==> src/rtl/iobus_timer_intc_pkg.sv <==
// Shared definitions for the IO-bus timer / interrupt controller:
// register map offsets, control/status bit positions and FSM encoding.
package iobus_timer_intc_pkg;

    localparam logic [31:0] DEFAULT_BASE = 32'h1100_0100;

    localparam logic [31:0] OFF_CTRL     = 32'h0000_0000;
    localparam logic [31:0] OFF_PRESCALE = 32'h0000_0004;
    localparam logic [31:0] OFF_COUNT    = 32'h0000_0008;
    localparam logic [31:0] OFF_RELOAD   = 32'h0000_000C;
    localparam logic [31:0] OFF_STATUS   = 32'h0000_0010;

    localparam int CTRL_EN     = 0;
    localparam int CTRL_AUTO   = 1;
    localparam int CTRL_IE     = 2;
    localparam int STATUS_PEND = 0;

    typedef enum logic {
        ST_IDLE = 1'b0,
        ST_RUN  = 1'b1
    } tmr_state_t;

endpackage

==> src/rtl/iobus_timer_intc_tick_gen.sv <==
// Prescaler: emits a one-cycle tick every prescale+1 cycles while enabled.
// The phase counter sits at 0 while disabled and is cleared on restart.
module tick_gen (
    input  logic        clk,
    input  logic        RESET,
    input  logic        en,
    input  logic        restart,
    input  logic [15:0] prescale,
    output logic        tick
);

    logic [15:0] phase;

    // A restart cycle never ticks, so a reprogram always begins a fresh period.
    assign tick = en & ~restart & (phase == prescale);

    // Phase counter wraps to 0 on the tick cycle.
    always_ff @(posedge clk) begin
        if (RESET || restart || !en)
            phase <= 16'd0;
        else if (phase == prescale)
            phase <= 16'd0;
        else
            phase <= phase + 16'd1;
    end

endmodule

==> src/rtl/iobus_timer_intc.sv <==
// Memory-mapped down-counting timer with one-shot / auto-reload modes and a
// level interrupt. Register block decoded on full 32-bit addresses at BASE.
module iobus_timer_intc
    import iobus_timer_intc_pkg::*;
#(
    parameter logic [31:0] BASE = DEFAULT_BASE
) (
    input  logic        clk,
    input  logic        RESET,
    input  logic [31:0] IOBUS_ADDR,
    input  logic [31:0] IOBUS_OUT,
    input  logic        IOBUS_WR,
    output logic [31:0] IOBUS_IN,
    output logic        INTR
);

    tmr_state_t  state;
    logic        auto_rl;
    logic        ie;
    logic [15:0] prescale;
    logic [31:0] count;
    logic [31:0] reload;
    logic        pend;

    logic hit_ctrl, hit_pre, hit_count, hit_reload, hit_status;
    logic wr_ctrl, wr_pre, wr_count, wr_reload, wr_status;
    logic en, tick, expire;
    logic pend_nxt, ie_nxt;

    assign hit_ctrl   = (IOBUS_ADDR == BASE + OFF_CTRL);
    assign hit_pre    = (IOBUS_ADDR == BASE + OFF_PRESCALE);
    assign hit_count  = (IOBUS_ADDR == BASE + OFF_COUNT);
    assign hit_reload = (IOBUS_ADDR == BASE + OFF_RELOAD);
    assign hit_status = (IOBUS_ADDR == BASE + OFF_STATUS);

    assign wr_ctrl   = IOBUS_WR & hit_ctrl;
    assign wr_pre    = IOBUS_WR & hit_pre;
    assign wr_count  = IOBUS_WR & hit_count;
    assign wr_reload = IOBUS_WR & hit_reload;
    assign wr_status = IOBUS_WR & hit_status;

    // EN is the FSM state itself, so the readback can never disagree with it.
    assign en = (state == ST_RUN);

    tick_gen u_tick_gen (
        .clk      (clk),
        .RESET    (RESET),
        .en       (en),
        .restart  (wr_ctrl | wr_pre),
        .prescale (prescale),
        .tick     (tick)
    );

    // A software COUNT write swallows the tick, so no expiry is evaluated then.
    assign expire = tick & ~wr_count & (count == 32'd0);

    // Next PEND / IE feed the registered INTR so it rises with PEND.
    always_comb begin
        pend_nxt = pend;
        if (wr_status && IOBUS_OUT[STATUS_PEND])
            pend_nxt = 1'b0;
        if (expire)
            pend_nxt = 1'b1;
        ie_nxt = wr_ctrl ? IOBUS_OUT[CTRL_IE] : ie;
    end

    // Register file, counter, FSM and interrupt output.
    always_ff @(posedge clk) begin
        if (RESET) begin
            state    <= ST_IDLE;
            auto_rl  <= 1'b0;
            ie       <= 1'b0;
            prescale <= 16'd0;
            count    <= 32'd0;
            reload   <= 32'd0;
            pend     <= 1'b0;
            INTR     <= 1'b0;
        end else begin
            case (state)
                ST_IDLE: if (wr_ctrl && IOBUS_OUT[CTRL_EN]) state <= ST_RUN;
                ST_RUN: begin
                    if (wr_ctrl && !IOBUS_OUT[CTRL_EN])
                        state <= ST_IDLE;
                    else if (expire && !auto_rl)
                        state <= ST_IDLE;
                end
                default: state <= ST_IDLE;
            endcase

            if (wr_ctrl) begin
                auto_rl <= IOBUS_OUT[CTRL_AUTO];
                ie      <= IOBUS_OUT[CTRL_IE];
            end
            if (wr_pre)
                prescale <= IOBUS_OUT[15:0];
            if (wr_reload)
                reload <= IOBUS_OUT;

            // Counter stops at 0 in one-shot mode; only a reload wraps it.
            if (wr_count)
                count <= IOBUS_OUT;
            else if (tick) begin
                if (count != 32'd0)
                    count <= count - 32'd1;
                else if (auto_rl)
                    count <= reload;
            end

            pend <= pend_nxt;
            INTR <= pend_nxt & ie_nxt;
        end
    end

    // Combinational read mux; unmapped addresses read 0.
    always_comb begin
        IOBUS_IN = 32'd0;
        if (hit_ctrl) begin
            IOBUS_IN[CTRL_EN]   = en;
            IOBUS_IN[CTRL_AUTO] = auto_rl;
            IOBUS_IN[CTRL_IE]   = ie;
        end else if (hit_pre)
            IOBUS_IN = {16'd0, prescale};
        else if (hit_count)
            IOBUS_IN = count;
        else if (hit_reload)
            IOBUS_IN = reload;
        else if (hit_status)
            IOBUS_IN[STATUS_PEND] = pend;
    end

endmodule

==> config.mk <==
export PLATFORM = sky130hd
export DESIGN_NAME = iobus_timer_intc
export DESIGN_NICKNAME = d
export VERILOG_FILES = /design/src/rtl/iobus_timer_intc_pkg.sv /design/src/rtl/iobus_timer_intc_tick_gen.sv /design/src/rtl/iobus_timer_intc.sv
export SDC_FILE = /design/constraint.sdc
export NUM_CORES = 1
export LEC_CHECK = 0
export BUFFER_PORTS_ARGS = -buffer_cell sky130_fd_sc_hd__buf_2
export CAP_MARGIN = 20
export CORE_ASPECT_RATIO = 1.2
export CORE_MARGIN = 8
export CORE_UTILIZATION = 45
export DETAILED_ROUTE_END_ITERATION = 10
export PLACE_DENSITY = 0.74
export SLEW_MARGIN = 10
export SYNTH_ARGS = -nofsm -noshare
export SYNTH_HDL_FRONTEND = slang
export SYNTH_SLANG_ARGS = --single-unit
==> constraint.sdc <==
create_clock -name clk -period 2.7 [get_ports clk]
set_clock_uncertainty 0.05 [all_clocks]
set_input_delay 0.54 -clock clk [delete_from_list [all_inputs] [get_ports clk]]
set_output_delay 0.54 -clock clk [all_outputs]
set_load 0.02 [all_outputs]
==> out/qor.txt <==
run status = complete, but fails checks
violated checks = negative setup slack
number of diodes = 0
first-pass GRT wire length = 32,000 um
peak supply drop = 0.341 mV
WP data arrival = 2.37 ns
initial core utilization = 45.9%
CTS tree = built
Slew @ Worst Pin = 0.607 ns
leakage = 0.00331 uW
Synth Warn # = 0
Mapped Cells = 794
FF-to-FF path depth = 10
gpl congestion = 0.864
Overflow after GRT = 0
share of layout cells above drive strength 1 = 30.4%
core area = 13,200 um^2
Yosys top cell by area = dfxtp_1
GRT Resource Usage Total = 22.8%
Num CTS Buffers = 9
count leader, synth = nor2_1
Avg Vias per Cell = 5.74
Die H = 143 um
Remaining DRCs = 0
max-cap viol count = 0
footprint of the multi-input gates = 4080 um^2
top cells by area, synth = dfxtp_1, nor2_1, nand2_1, a21oi_1, xor2_1
Async SR Flop Fraction = 0%
initial antenna violation count = 0
Worst setup SP type = primary input
#FFs+latches synth = 101
RSZ-0062 raised after global routing = yes
sequential cell area = 2020 um^2
# port buffers = 99
CTS Root Buffer Type = clkbuf_16
WL/cell = 18.0 um
Final HPWL DP = 13,700 um
final wirelength = 20,000 um
Clock Latency Late Sink = 0.36 ns
Synth Area per Inst = 7.62 um^2
Synth top cells by count = nor2_1, nand2_1, dfxtp_1
P per Cell Area = 376 nW/um^2
Final Critical Period = 2.96 ns
total vias in the final route = 6,368
max_slew headroom = 59.3%
final hold viol count = 0
CP Class = in -> out
number of global-route vias before repair = 6,309
max-slew violation count = 0
FP Rows = 46
Final Worst Setup Slack = -0.258 ns
clock buffer depth = 2
Synth top area share = 33.4%
Top Ports = 100
Syn Std Cell Area = 6050 um^2
filler cell count = 1,136
total clock sinks = 101
Die ar. = 17,400 um^2
DRT iter0 DRCs = 472
sequential element share of the synthesized area = 33.4%
Area Growth Syn to Fin = 34.8%
First-pass DRT Iterations = 5
hold path cells = 3
Die Width = 122 um
Yosys cell types = 62
CP Max Fanout = 3
CP Data Required Time = 2.11 ns
Tcrit/Tclk final = 110%
final setup vio count = 31
Setup crit end kind = primary output
CTS Hold Buffers Added = 0
final core utilization = 61.9%
Synth Net Count = 864
Layout Nets = 1,007
largest net degree at the start of global routing = 87
top_reg_cell synth = dfxtp_1
worst hold-check path type = in -> reg
Post-DRT Antenna Nets = 0
Setup WS pre-CTS = -0.238 ns
Post-synth EDFFs = 0
highest clock rate = 338 MHz
Worst-path clk slew = 0.07 ns
H-Tree Depth = 3
## routing by layer
| metal | vias to the layer above | part of all wire [%] | GRT usage [%] | wire [um] |
|---|---|---|---|---|
| met2 | 219 | 50 | 38.9 | 10000 |
| met5 | - | 0 | 0 | 0 |
| li1 | 3091 | - | - | - |
| met1 | 3021 | 42 | 27.5 | 8400 |
| met4 | 0 | 2.2 | 9.56 | 444 |
| met3 | 37 | 5.6 | 4.03 | 1120 |
## state kept, by name (all words and copies together), names as in the netlist
signal,count
pend,1
auto_rl,1
u_tick_gen.phase,16
count,32
ie,1
reload,32
prescale,16
en,1
INTR,1
## layout make-up
class                   instances  share of cell area (%)
clock buffers                  11                    3.10
clock inverters                 5                   0.798
inverters                       9                   0.414
multi-input cells             631                    50.1
flip-flops and latches        101                    24.8
well taps                     168                    2.58
repair buffers                185                    18.3
## power by group
part	leakage (uW)	internal, uW	switching (uW)	total, uW
Combinational	0.00234	71.3	103	174
Clock	0.000157	781	627	1410
Sequential	0.000813	1490	0.000000373	1490
## final timing paths
kind	start	endpoint	slack [ns]
setup / recovery	IOBUS_ADDR[29]	IOBUS_IN[0]	-0.26
hold / removal	IOBUS_OUT[18]	reload[18]	0.37
setup reg to reg	prescale[13]	count[13]	0.07
hold reg to reg	reload[0]	reload[0]	0.41
## critical path, stage by stage
cell and delay (ns):
buf_2 0.12, nor3b_1 0.37, nand4_1 0.17, buf_6 0.16, nor4_4 0.34, nand2b_4 0.11, buf_4 0.15, o32ai_2 0.23
buf_4 0.18
## metrics by stage
| step | TNS (ns) | std cells | total power [uW] | cell area [um^2] | hold slack [ns] |
|---|---|---|---|---|---|
| CTS | -1.32 | 1106 | 3070 | 8020 | 0.371 |
| finish | -4.84 | 1110 | 3070 | 8160 | 0.375 |
| global route | -6.84 | 1110 | 3150 | 8160 | 0.386 |
| detailed placement | -10.63 | 1082 | 1680 | 7350 | 0.399 |
| global placement | -8.05 | 1082 | 1670 | 7350 | 0.393 |
| floorplan | -0.0191 | 794 | 1580 | 6240 | 0.382 |
## what timing repair did
item / 4_1_cts / 5_1_grt
endpoints found under the setup margin: 36 / 47
pin swaps: 15 / 12
gates cloned: 1 / 0
buffers inserted: 7 / 4
resized for setup: 75 / 24
## cell families after synthesis
kind of cell	Yosys count	share of synthesized area [%]
XOR/XNOR	36	5.21
flip-flops	101	33.4
buffers and inverters	62	4.53
AND/OR/NAND/NOR	400	33.3
adder cells (fa/ha/maj)	3	0.620
AO/OA/AOI/OAI	155	16.1
multiplexers	37	6.80
## cell usage in the layout, fill, tap and decap left out, types with 6 or more instances in the layout
cell type  Yosys  routed
buf_2         12      63
nor2_4         0      24
nor2_1       139     110
a211oi_1      16      16
a22oi_1       14      14
inv_1          9       9
mux2_2        13      13
o21ai_1        6       6
buf_4          1      76
nor4_1        32      24
clkbuf_16      0       9
xor2_1        26      26
nor3_1        25      23
a21oi_1       81      80
xnor2_1       10      10
nand2_1      124     123
o211a_1        7       7
buf_6          3      37
dfxtp_1      101     101
nand3_1       12      11
nor4_4         5       7
nand4_1       13      13
buf_12         0       8
nor4_2         5      11
mux2i_1       22      22
No activity file was read; power rests on OpenSTA's default activity.
